**config.mk**
```make
export PLATFORM = sky130hd
export DESIGN_NAME = uart_tx_fifo_flat
export DESIGN_NICKNAME = d
export VERILOG_FILES = /design/src/rtl/uart_tx_fifo_if.sv /design/src/rtl/uart_tx_fifo.sv /design/src/flat_wrapper.sv
export SDC_FILE = /design/constraint.sdc
export NUM_CORES = 1
export LEC_CHECK = 0
export CORE_MARGIN = 2
export CORE_UTILIZATION = 58
export DETAILED_ROUTE_END_ITERATION = 10
export GPL_ROUTABILITY_DRIVEN = 0
export HOLD_SLACK_MARGIN = 0.02
export PLACE_DENSITY = 0.76
export SYNTH_ARGS = -nofsm -noshare
export SYNTH_HDL_FRONTEND = slang
export SYNTH_SLANG_ARGS = --single-unit
```
**constraint.sdc**
```tcl
create_clock -name clk -period 7.32 [get_ports clk]
set_input_delay 1.464 -clock clk [delete_from_list [all_inputs] [get_ports clk]]
set_output_delay 1.464 -clock clk [all_outputs]
set_load 0.005 [all_outputs]
```
**src/rtl/uart_tx_fifo_if.sv**
```systemverilog
// Host-side bundle of the UART transmitter: FIFO write port, enable and line/status outputs.
interface uart_tx_fifo_if #(
   parameter int DATA_BITS  = 8,
   parameter int FIFO_DEPTH = 16
);
   localparam int CW = $clog2(FIFO_DEPTH) + 1;

   logic [DATA_BITS-1:0] tx_data;
   logic                 ld_tx_data;
   logic                 tx_enable;
   logic                 tx_out;
   logic                 tx_empty;
   logic                 tx_full;
   logic                 tx_busy;
   logic [CW-1:0]        fifo_count;

   modport master (
      output tx_data, ld_tx_data, tx_enable,
      input  tx_out, tx_empty, tx_full, tx_busy, fifo_count
   );

   modport slave (
      input  tx_data, ld_tx_data, tx_enable,
      output tx_out, tx_empty, tx_full, tx_busy, fifo_count
   );
endinterface

```
**src/rtl/uart_tx_fifo.sv**
```systemverilog
// UART transmitter with a circular transmit FIFO, configurable frame format and built-in baud divider.
// Outputs are registered from next-state lookahead so the start bit appears on the pop edge.
module uart_tx_fifo #(
   parameter int CLKS_PER_BIT = 868,
   parameter int DATA_BITS    = 8,
   parameter int PARITY       = 0,
   parameter int STOP_BITS    = 1,
   parameter int FIFO_DEPTH   = 16
) (
   input  logic          clk,
   input  logic          reset,
   uart_tx_fifo_if.slave bus
);
   localparam int AW     = $clog2(FIFO_DEPTH);
   localparam int CW     = AW + 1;
   localparam int BAUD_W = $clog2(CLKS_PER_BIT);
   localparam int BIT_W  = $clog2(DATA_BITS);

   localparam logic [BAUD_W-1:0] LAST_BAUD = BAUD_W'(CLKS_PER_BIT - 1);
   localparam logic [BIT_W-1:0]  LAST_DATA = BIT_W'(DATA_BITS - 1);
   localparam logic [BIT_W-1:0]  LAST_STOP = BIT_W'(STOP_BITS - 1);
   localparam logic [CW-1:0]     FULL_CNT  = CW'(FIFO_DEPTH);

   typedef enum logic [2:0] {ST_IDLE, ST_START, ST_DATA, ST_PARITY, ST_STOP} state_t;

   state_t               state, state_nxt;
   logic [BAUD_W-1:0]    baud_cnt, baud_nxt;
   logic [BIT_W-1:0]     bit_cnt, bit_nxt;

   logic [DATA_BITS-1:0] mem [FIFO_DEPTH];
   logic [AW-1:0]        wr_ptr, rd_ptr;
   logic [CW-1:0]        count, count_nxt;
   logic [DATA_BITS-1:0] frame_data, data_nxt;

   logic                 push, pop, bit_done, start_ok;
   logic                 tx_out_q, tx_out_nxt;
   logic                 busy_q, busy_nxt;
   logic                 empty_q, empty_nxt;
   logic                 full_q;

   // A write into a full FIFO is dropped even when a pop happens in the same cycle.
   assign push      = bus.ld_tx_data && !full_q;
   assign bit_done  = (baud_cnt == LAST_BAUD);
   assign start_ok  = bus.tx_enable && (count != '0);
   assign count_nxt = count + CW'(push) - CW'(pop);

   // NOTE: sequential state uses non-blocking assignments so every flop samples pre-edge values.
   always_ff @(posedge clk) begin
      if (reset) begin
         state    <= ST_IDLE;
         baud_cnt <= '0;
         bit_cnt  <= '0;
      end else begin
         state    <= state_nxt;
         baud_cnt <= baud_nxt;
         bit_cnt  <= bit_nxt;
      end
   end

   // NOTE: every variable gets a default at the top of a combinational block so no latch is inferred.
   always_comb begin
      state_nxt = state;
      baud_nxt  = baud_cnt + BAUD_W'(1);
      bit_nxt   = bit_cnt;
      pop       = 1'b0;
      case (state)
         ST_IDLE: begin
            baud_nxt = '0;
            if (start_ok) begin
               pop       = 1'b1;
               state_nxt = ST_START;
               bit_nxt   = '0;
            end
         end
         ST_START: begin
            if (bit_done) begin
               state_nxt = ST_DATA;
               baud_nxt  = '0;
               bit_nxt   = '0;
            end
         end
         ST_DATA: begin
            if (bit_done) begin
               baud_nxt = '0;
               if (bit_cnt == LAST_DATA) begin
                  state_nxt = (PARITY != 0) ? ST_PARITY : ST_STOP;
                  bit_nxt   = '0;
               end else begin
                  bit_nxt = bit_cnt + BIT_W'(1);
               end
            end
         end
         ST_PARITY: begin
            if (bit_done) begin
               state_nxt = ST_STOP;
               baud_nxt  = '0;
               bit_nxt   = '0;
            end
         end
         ST_STOP: begin
            if (bit_done) begin
               baud_nxt = '0;
               if (bit_cnt == LAST_STOP) begin
                  bit_nxt = '0;
                  // Chain straight into the next start bit when a word is already waiting.
                  if (start_ok) begin
                     pop       = 1'b1;
                     state_nxt = ST_START;
                  end else begin
                     state_nxt = ST_IDLE;
                  end
               end else begin
                  bit_nxt = bit_cnt + BIT_W'(1);
               end
            end
         end
         default: begin
            state_nxt = ST_IDLE;
            baud_nxt  = '0;
            bit_nxt   = '0;
         end
      endcase
   end

   always_comb begin
      data_nxt = pop ? mem[rd_ptr] : frame_data;
      case (state_nxt)
         ST_START:  tx_out_nxt = 1'b0;
         ST_DATA:   tx_out_nxt = data_nxt[bit_nxt];
         ST_PARITY: tx_out_nxt = (PARITY == 1) ? ~^data_nxt : ^data_nxt;
         default:   tx_out_nxt = 1'b1;
      endcase
      busy_nxt  = (state_nxt != ST_IDLE);
      empty_nxt = (count_nxt == '0) && !busy_nxt;
   end

   always_ff @(posedge clk) begin
      if (reset) begin
         wr_ptr     <= '0;
         rd_ptr     <= '0;
         count      <= '0;
         frame_data <= '0;
         tx_out_q   <= 1'b1;
         busy_q     <= 1'b0;
         empty_q    <= 1'b1;
         full_q     <= 1'b0;
      end else begin
         if (push) wr_ptr <= wr_ptr + AW'(1);
         if (pop)  rd_ptr <= rd_ptr + AW'(1);
         count      <= count_nxt;
         frame_data <= data_nxt;
         tx_out_q   <= tx_out_nxt;
         busy_q     <= busy_nxt;
         empty_q    <= empty_nxt;
         full_q     <= (count_nxt == FULL_CNT);
      end
   end

   // NOTE: storage array has no reset; the pointers and count define which entries are valid.
   always_ff @(posedge clk) begin
      if (push) mem[wr_ptr] <= bus.tx_data;
   end

   assign bus.tx_out     = tx_out_q;
   assign bus.tx_busy    = busy_q;
   assign bus.tx_empty   = empty_q;
   assign bus.tx_full    = full_q;
   assign bus.fifo_count = count;
endmodule

```
**src/flat_wrapper.sv**
```systemverilog
// flat-port wrapper written by rule: the top's interface ports become plain ports
module uart_tx_fifo_flat 
#(
   parameter int CLKS_PER_BIT = 868,
   parameter int DATA_BITS    = 8,
   parameter int PARITY       = 0,
   parameter int STOP_BITS    = 1,
   parameter int FIFO_DEPTH   = 16
)
  (clk, reset, bus_tx_data, bus_ld_tx_data, bus_tx_enable, bus_tx_out, bus_tx_empty, bus_tx_full, bus_tx_busy, bus_fifo_count);
  uart_tx_fifo_if #(.DATA_BITS(DATA_BITS), .FIFO_DEPTH(FIFO_DEPTH)) bus_i ();
  input  logic clk;
  input  logic reset;
  input wire logic [$bits(bus_i.tx_data)-1:0] bus_tx_data;
  input wire logic [$bits(bus_i.ld_tx_data)-1:0] bus_ld_tx_data;
  input wire logic [$bits(bus_i.tx_enable)-1:0] bus_tx_enable;
  output wire logic [$bits(bus_i.tx_out)-1:0] bus_tx_out;
  output wire logic [$bits(bus_i.tx_empty)-1:0] bus_tx_empty;
  output wire logic [$bits(bus_i.tx_full)-1:0] bus_tx_full;
  output wire logic [$bits(bus_i.tx_busy)-1:0] bus_tx_busy;
  output wire logic [$bits(bus_i.fifo_count)-1:0] bus_fifo_count;
  assign bus_i.tx_data = bus_tx_data;
  assign bus_i.ld_tx_data = bus_ld_tx_data;
  assign bus_i.tx_enable = bus_tx_enable;
  assign bus_tx_out = bus_i.tx_out;
  assign bus_tx_empty = bus_i.tx_empty;
  assign bus_tx_full = bus_i.tx_full;
  assign bus_tx_busy = bus_i.tx_busy;
  assign bus_fifo_count = bus_i.fifo_count;
  uart_tx_fifo #(.CLKS_PER_BIT(CLKS_PER_BIT), .DATA_BITS(DATA_BITS), .PARITY(PARITY), .STOP_BITS(STOP_BITS), .FIFO_DEPTH(FIFO_DEPTH)) u_core (.clk(clk), .reset(reset), .bus(bus_i));
endmodule
```
==> results of run 1 <==
state kept, by name, summed over array words and instances (netlist names), named ones only:
register / cells
u_core.mem: 128
u_core.baud_cnt: 10
u_core.frame_data: 8
u_core.bus.fifo_count: 5
u_core.rd_ptr: 4
u_core.wr_ptr: 4
u_core.bit_cnt: 3
u_core.state: 3
u_core.bus.tx_busy: 1
u_core.bus.tx_empty: 1
u_core.bus.tx_full: 1
u_core.bus.tx_out: 1
where the power goes:
group	switching, mW	internal (mW)	total, mW
clock	0.353	0.570	0.923
combinational	0.333	0.320	0.654
sequential	0.0357	1.12	1.16
total	0.722	2.01	2.73
metrics by stage:
stage               total power, mW  cell area [um^2]  worst slack [ns]  util, %
finish                         2.73              8110              3.40     67.3
global route                   2.85              8110              3.21     67.3
CTS                            2.75              8110              3.37     67.3
detailed placement             1.83              7510              3.01     62.2
global placement               1.81              7510              3.13     62.2
floorplan                      1.67              7170              3.67        -
path summary, 6_finish.rpt:
check / endpoint / from / slack (ns)
hold / removal: u_core.baud_cnt[0] / u_core.baud_cnt[0] / 0.46
setup / recovery: u_core.bus.tx_empty / bus_tx_enable / 3.40
setup reg to reg: u_core.bus.tx_empty / u_core.baud_cnt[0] / 3.55
hold reg to reg: u_core.baud_cnt[0] / u_core.baud_cnt[0] / 0.46
cells by family (layout without fill, tap and decap cells):
kind of cell / Yosys count / after routing / synth area share, %
simple gates: 120 / 120 / 8.53
fa+ha+maj: 16 / 16 / 2.90
flops: 173 / 173 / 66.2
mux: 41 / 41 / 11.3
compound gates: 48 / 48 / 5.22
xor+xnor: 25 / 25 / 3.35
buf+inv: 38 / 73 / 2.51
routing by layer:
layer  up-vias  part of all wire, %
met5         -                    0
met4         0                  1.5
met3        14                  6.9
met2       138                   48
met1      1939                   44
li1       1794                    -
worst max-delay path: stages:
cell             delay (ns)
clkdlybuf4s50_1        0.46
nand3_1                0.14
a21o_4                 0.28
clkinv_8               0.10
ha_1                   0.23
inv_1                  0.05
ha_1                   0.15
inv_1                  0.05
fa_1                   0.39
inv_1                  0.07
a21oi_1                0.06
nor2_1                 0.10
nor2_1                 0.07
xnor2_1                0.22
o21ai_0                0.13
o41ai_1                0.26
cells in the mapped netlist (4+ instances only):
library cell,count
nor2b_1,5
mux4_2,32
and2_1,20
a21oi_1,11
nor2_1,41
mux2i_1,7
nand2_1,21
clkbuf_1,12
nand3_1,5
a22oi_1,14
xnor2_1,8
edfxtp_1,128
dfxtp_1,45
nand4_1,4
buf_2,7
inv_1,17
nor3_1,6
ha_1,15
xor2_1,15
cell type report:
cell class	instances	area share, %
sequential	173	58.5
clock inverter	11	2.05
clock buffer	21	5.43
inverter	18	0.987
tap	168	2.59
timing repair buffer	23	2.75
multi-input combinational	250	27.7
==> impl_results.md, run 1 <==
- Post-synthesis cell count: 461
- Top-area cell type share of the netlist area: 53.6%
- Routed WL: 13500 um
- Total CTS buffers: 17
- Initial DRC Count: 291
- Crit path time final: 3.92 ns
- Register area: 4750 um^2
- Postcts setup bufs: 0
- Static Leak: around 2.8 nW
- Post-Syn Area: approximately 7200 um^2
- Max-slew violations: 0
- Antenna cells: 0
- CORE AREA: 12100 um^2
- RSZ-0062 raised after global routing: no
- Die area: 13300 um^2
- Count of flip-flops with a built-in enable after synthesis: 128
- Avg Vias per Cell: roughly 5.9
- Maximum VDD drop: 164 uV
- # setup viols final: 0
- H-tree depth: 4
- Met1 Use GR: 30.1%
- Clock sinks: 173
- Status: finished, final reports clean
- CP Max Fanout: 15
- Final HPWL DP: approximately 8500 um
- All-Layer GR Usage: 21.7%
- Core Rows: 40
- Sequential area share after synthesis: 66.2%
- Setup TNS: 0 ns
- Net Count, Synth: 489
- Placed Cells: 632
- Area of the multi-input gates: 2250 um^2
- Finished Layout Cells: 664
- Worst slew pin tran: roughly 0.74 ns
- Remaining antenna violation count: 0
- Most frequent cells in the layout: edfxtp_1 (128), dfxtp_1 (44), nor2_1 (41)
- Yosys top cell by area: edfxtp_1
- Total Nets Final: approximately 510
- Nature of the critical path startpoint: input pin
- Register-to-Register Path Depth: 17
- Peak Freq: ~0.25 GHz
- Clock Skew: between 0.008 and 0.009 ns
- Wirelength per Cell: between 20 and 25 um
- Die W: ~120 um
- Clk root buf: clkbuf_16
- CTS tree: yes
- Met2 usage: 33.3%
- Hold path depth: 1
- Share of cells above drive strength 1: 14.9%
- Largest net degree at the start of global routing: 33
- Starting Density: 59.5%
- Mapped Avg Cell Area: 15.6 um^2
- Max-Cap Viols: 0
- First-pass GRT wire length: 20600 um
- Hold Crit Class: flip-flop to flip-flop
- Worst hold margin: 0.461 ns
- Gr ovfl total: 0
- Die Height: 115 um
- DR vias: around 3900
- M3 GR Usage: 6.11%
- Layout area overhead: 13.1%
- Ranking of synthesized cells by area: edfxtp_1 (54%), dfxtp_1 (13%), mux4_2 (10%)
- Critical path class: input pin to flip-flop
- Synthesized flop and latch total: 173
- Buffers added on ports: 20
- Commonest non-fill, non-tap cell in the layout: edfxtp_1
- FILL cells: 826
- Distinct cells, synth: 56
- Worst Path Arrival: between 4 and 5 ns
- Synth async-reset ratio: 0%
- 1st-pass router iterations: 5
- Gr busiest metal: met2
- Vias in the first global route: between 3000 and 4000
- Synth Flop Type: edfxtp_1
- Antenna violations before repair: 0
- Setup crit end kind: flip-flop
- Clk buf depth: 2
- Slew margin rel.: 50.3%
- Hold Fails Final Rpt: 0
- I/O pins: 21
- Hold-fix buffers, CTS: 0
- Clock slew at reported path FFs: 0.06 ns
- DRC: 0
- Clk_lat worst skew: ~0.42 ns
- Tcrit/Tclk final: a little over half
- Post-CTS sizing: 0
- Power Density: 337 nW/um^2
- Required @ worst endpoint: 7.63 ns
- Warnings, synthesis: 0
Note: power is estimated with default switching activity, not from simulation.
==> run 2, diff against run 1 <==
- CORE_UTILIZATION: 58 -> 55
- PLACE_DENSITY: 0.76 -> 0.75
- clock period: 7.32 -> 3.29 ns (I/O delays scaled with it)
==> run 2 against run 1 <==
Flip-flop and latch count stayed put. Clock power up 110%. Sequential share of layout area decreased by 0.85 points. First-iteration DRC count up 38%. Wire length fell by 1.9%. Cell count is 2.3% higher. Global-route usage fell by 1.4 points.
==> impl_results.md, run 2 (synthesis gave the netlist of run 1 again) <==
- RR Endpoint: u_core.bus.tx_empty
- Critical path class: flip-flop to flip-flop
- Vias in the first global route: 4056
- Worst Path Arrival: 3.62 ns
- Gr ovfl total: 0
- Worst Hold Endpoint: u_core.baud_cnt[0]
- Max-slew violations: 0
- Largest Register: u_core.mem
- Commonest non-fill, non-tap cell in the layout: edfxtp_1
- Switching power: 1.69 mW
- Most frequent cells in the layout: edfxtp_1 (128), nor2_1 (41), dfxtp_1 (40)
- Static Leak: 2.80 nW
- Clock sinks: 173
- CTS tree: yes
- First-pass GRT wire length: 21300 um
- Hold_sp: u_core.baud_cnt[0]
- 1st-pass router iterations: 7
- Nature of the critical path startpoint: flip-flop
- CORE AREA: 12700 um^2
- Maximum VDD drop: 766 uV
- Core Rows: 41
- Flop-to-flop setup slack: approximately 0.0027 ns
- RSZ-0062 raised after global routing: yes
- # setup viols final: 0
- Antenna violations before repair: 0
- Clk root buf: clkbuf_16
- Total CTS buffers: 17
- Comb pwr share: 26.1%
- Routed WL: 13200 um
- H-tree depth: 4
- Status: finished, final reports clean
- All-Layer GR Usage: 20.3%
- Clock Power Share: 31.4%
- Remaining antenna violation count: 0
- Clock slew at reported path FFs: 0.07 ns
- Critical-path cell list: or3b_4 -> or4_4 -> a21o_4 -> clkinv_8 -> ha_4 -> inv_2 -> ha_4 -> inv_2 -> fa_2 -> inv_2 -> a21oi_2 -> nor2_1 -> nor2_1 -> xnor2_1 -> o21ai_1 -> o41ai_2
- Hold Crit Class: flip-flop to flip-flop
- Avg Vias per Cell: about 5.7
- Most used cell, CP: inv_2
- Die W: 118 um
- Max-Cap Viols: 0
- Die area: around 14000 um^2
- DRC: 0
- Power Density: 737 nW/um^2
- Tcrit/Tclk final: between 90% and 100%
- Initial DRC Count: between 400 and 500
- I/O pins: 21
- Worst hold margin: 0.505 ns
- Starting Density: 56.6%
- Clk_lat worst skew: 0.43 ns
- Placement Setup Slack: -0.0792 ns
- Required @ worst endpoint: 3.62 ns
- Layout area overhead: 14.9%
- Share of cells above drive strength 1: 19.9%
- Clk buf depth: 2
- Clock Skew: 0.0111 ns
- Die Height: approximately 120 um
- Worst flop-to-flop path startpoint: u_core.baud_cnt[3]
- Crit path time final: 3.29 ns
- Register-to-Register Path Depth: 16
- Top Registers: u_core.mem (128), u_core.baud_cnt (10), u_core.frame_data (8)
- Hold-fix buffers, CTS: 0
- Internal power: around 4.4 mW
- Wirelength per Cell: 19.5 um
- Largest net degree at the start of global routing: 33
- Buffers added on ports: 20
- Hold Fails Final Rpt: 0
- Worst setup margin: 0.00268 ns
- Hold path depth: 1
- Slew margin rel.: between 50% and 60%
- CP peak stage delay: 0.51 ns
- Setup crit end kind: flip-flop
- Worst slew pin tran: between 0.6 and 0.7 ns
- Antenna cells: 0
- Slowest cell on the critical path: or4_4
- Sequential Power Share: 42.5%
- Switching Share: 27.9%
- CP Max Fanout: 5
- DR vias: 3902
- Total Nets Final: 522
- Number of flip-flops in the largest register: between 100 and 150
- Final HPWL DP: 8660 um
- Peak Freq: a little over 0.3 GHz
-- run 2: worst max-delay path by stage --
stage | cells past startpoint | slack, ns | startpoint | end
2_1_floorplan | 17 | -0.01 | u_core.baud_cnt[8] | u_core.bus.tx_empty
3_3_place_gp | 16 | 0.11 | u_core.baud_cnt[4] | u_core.bus.tx_empty
3_5_place_dp | 16 | -0.08 | bus_tx_enable | u_core.bus.tx_empty
4_1_cts | 16 | 0.003 | u_core.baud_cnt[4] | u_core.bus.tx_empty
5_1_grt | 16 | -0.15 | u_core.baud_cnt[3] | u_core.bus.tx_empty
6_report | 16 | 0.003 | u_core.baud_cnt[3] | u_core.bus.tx_empty
-- run 2: timing repair --
action | in CTS | in global routing
pin swaps | 1 | 9
resized for setup | 1 | 12
endpoints found under the setup margin | 1 | 3
cloned | 0 | 0
hold endpoints to repair | 0 | 0
buffers inserted | 0 | 4
-- run 2: cell type report --
type | instances | area, um^2
clock buffers | 18 | 429
clock inverters | 14 | 136
fillers | 869 | 4430
inverters | 18 | 80.1
multi-input cells | 250 | 2300
flip-flops and latches | 173 | 4750
well taps | 172 | 215
repair buffers | 34 | 330
-- run 2: routing by layer --
layer,up-vias,GRT usage (%),wire [um]
met5,-,0,0
li1,1805,-,-
met1,1979,25.6,5520
met3,19,4.54,696
met2,99,33.7,6800
met4,0,9.04,214
-- run 2: through the flow --
| step | total power [mW] | instances | util, % | instance area (um^2) | setup TNS (ns) |
|---|---|---|---|---|---|
| 6_report | 6.07 | 679 | 65.0 | 8240 | 0 |
| 3_3_place_gp | 4.09 | 643 | 59.9 | 7590 | 0 |
| 4_1_cts | 6.04 | 675 | 64.5 | 8170 | 0 |
| 3_5_place_dp | 4.13 | 643 | 59.9 | 7590 | -0.0792 |
| 5_1_grt | 6.35 | 679 | 65.0 | 8240 | -0.155 |
| 2_1_floorplan | 3.72 | 461 | - | 7180 | -0.00966 |
-- run 2: critical path: cells and delay by family, from the launching register on --
family / cells / cell delay, ns
xor gates and xnor gates: 1 / 0.20
DFF: 1 / 0.32
and+or+nand+nor: 4 / 1.09
buffers and inverters: 4 / 0.21
adders and majority gates: 3 / 0.66
AOI/OAI and AO/OA: 4 / 0.71
-- run 2: power by group through the flow --
stage | logic [mW] | clock network, mW | registers [mW]
finish | 1.59 | 1.90 | 2.58
global route | 1.74 | 2.02 | 2.59
CTS | 1.53 | 1.93 | 2.58
detailed placement | 1.51 | 0 | 2.63
global placement | 1.48 | 0 | 2.62
floorplan | 1.12 | 0 | 2.60
==> run 3, diff against run 2 <==
- MAX_ROUTING_LAYER: unset -> met4
==> run 3 against run 2 <==
Clock skew shrank 0.00079 ns. Non-clock buffer count is the same. Largest power group unchanged. Flip-flop and latch count unchanged. Largest cell class unchanged. Sequential share of layout area stayed put. Clock power about the same. Die area is the same. Highest routed layer unchanged. First-iteration DRC count increased by 5.7%. Worst setup slack lost 0.0015 ns. Hold slack barely moved. Core utilization unchanged. Fmax hardly changed.
==> impl_results.md, run 3 (synthesis gave the netlist of run 1 again) <==
- Tcrit/Tclk final: roughly 100%
- 1st-pass router iterations: 5
- Power Density: roughly 740 nW/um^2
- Setup crit end kind: flip-flop
- CTS tree: yes
- DR vias: 3931
- Die Height: 118 um
- Most frequent cells in the layout: edfxtp_1 (128), nor2_1 (41), dfxtp_1 (40)
- Share of cells above drive strength 1: 19.9%
- Max-Cap Viols: 0
- Clock Skew: between 0.01 and 0.015 ns
- Register area: ~4800 um^2
- Antenna cells: 0
- Status: finished, final reports clean
- Buffers added on ports: 20
- Critical path class: flip-flop to flip-flop
- Remaining antenna violation count: 0
- CORE AREA: ~13000 um^2
- Die area: 14000 um^2
- First-pass GRT wire length: about 21000 um
- Required @ worst endpoint: between 3 and 4 ns
- Final Util: 65.0%
- Total Nets Final: 522
- Top Registers: u_core.mem (128), u_core.baud_cnt (10), u_core.frame_data (8)
- Commonest non-fill, non-tap cell in the layout: edfxtp_1
- Largest net degree at the start of global routing: 33
- Vias in the first global route: 4059
- Comb pwr share: 26.1%
- Max-slew violations: 0
- Routed WL: 13300 um
- CP Max Fanout: 5
- Clk root buf: clkbuf_16
- I/O pins: 21
- Hold Crit Class: flip-flop to flip-flop
- FILL cells: 869
- Clock slew at reported path FFs: 0.06 ns
- H-tree depth: 4
- Peak Freq: around 0.3 GHz
- Avg Vias per Cell: just under 6
- Clk_lat worst skew: 0.43 ns
- Clock Power Share: 31.4%
- Switching power: roughly 1.7 mW
- Number of flip-flops in the largest register: 128
- Nature of the critical path startpoint: flip-flop
- Hold Fails Final Rpt: 0
- Area of the multi-input gates: 2300 um^2
- Finished Layout Cells: 679
- Worst slew pin tran: 0.627 ns
- Sequential Power Share: 42.5%
- Final HPWL DP: 8660 um
- Clk buf depth: 2
- Layout area overhead: 14.9%
- Largest Register: u_core.mem
- All-Layer GR Usage: 20.8%
- Wirelength per Cell: 19.6 um
- Clock sinks: 173
- Internal power: 4.38 mW
- Crit path time final: 3.29 ns
- Maximum VDD drop: 764 uV
- Slew margin rel.: 58.1%
- Die W: around 120 um
- Total CTS buffers: 17
- RSZ-0062 raised after global routing: yes
- Core Rows: 41
- Initial DRC Count: 426
- Static Leak: 2.80 nW
- Worst Path Arrival: about 3.6 ns
- Fin area: 8240 um^2
- Gr ovfl total: 0
- # setup viols final: 0
- Worst hold margin: 0.505 ns
- Switching Share: 27.9%
- Placed Cells: about 640
- DRC: 0
- Hold-fix buffers, CTS: 0
- DP Area: 7590 um^2
- Antenna violations before repair: 0
- Starting Density: 56.6%
[run 3: cell counts in the layout (fill, tap and decap cells not counted)]
Identical to the previous run, type by type.
[run 3: final timing paths]
kind	from	endpoint	slack [ns]	cells after the start
hold / removal	u_core.baud_cnt[0]	u_core.baud_cnt[0]	0.51	1
hold reg to reg	u_core.baud_cnt[0]	u_core.baud_cnt[0]	0.51	1
setup / recovery	u_core.baud_cnt[3]	u_core.bus.tx_empty	0.001	16
setup reg to reg	u_core.baud_cnt[3]	u_core.bus.tx_empty	0.001	16
[run 3: final cells by class]
type                    count  share of cell area (%)
clock buffers              18                    5.21
clock inverters            14                    1.66
inverters                  18                   0.972
multi-input cells         250                    27.9
flip-flops and latches    173                    57.7
well taps                 172                    2.61
repair buffers             34                    4.01
[run 3: per-stage QoR]
stage          setup WS [ns]  power (mW)  setup TNS, ns
2_1_floorplan       -0.00966        3.72       -0.00966
3_3_place_gp           0.106        4.09              0
3_5_place_dp         -0.0792        4.13        -0.0792
4_1_cts              0.00282        6.04              0
5_1_grt               -0.155        6.35         -0.155
6_report             0.00116        6.07              0
[run 3: routing by layer]
metal / global-route usage (%) / wire (um)
met4: 9.04 / 258
met2: 33.6 / 6800
met3: 4.58 / 618
met5: - / 0
met1: 25.5 / 5610
[run 3: repair_timing]
action / CTS / global route
gates cloned: 0 / 0
setup buffers: 0 / 4
resized for setup: 1 / 12
pin swaps: 1 / 9
endpoints found under the setup margin: 1 / 3
[run 3: worst max-delay path, cell delays in order (launching register included)]
cell	delay, ns
dfxtp_2	0.32
or3b_4	0.41
or4_4	0.51
a21o_4	0.26
clkinv_8	0.05
ha_4	0.18
inv_2	0.06
ha_4	0.12
inv_2	0.04
fa_2	0.36
inv_2	0.06
a21oi_2	0.04
nor2_1	0.11
nor2_1	0.06
xnor2_1	0.20
o21ai_1	0.11
o41ai_2	0.31
[run 3: power groups by stage]
stage	clock, mW	combinational [mW]	sequential [mW]
2_1_floorplan	0	1.12	2.60
5_1_grt	2.02	1.74	2.59
4_1_cts	1.93	1.53	2.58
3_5_place_dp	0	1.51	2.63
6_report	1.91	1.59	2.58
3_3_place_gp	0	1.48	2.62
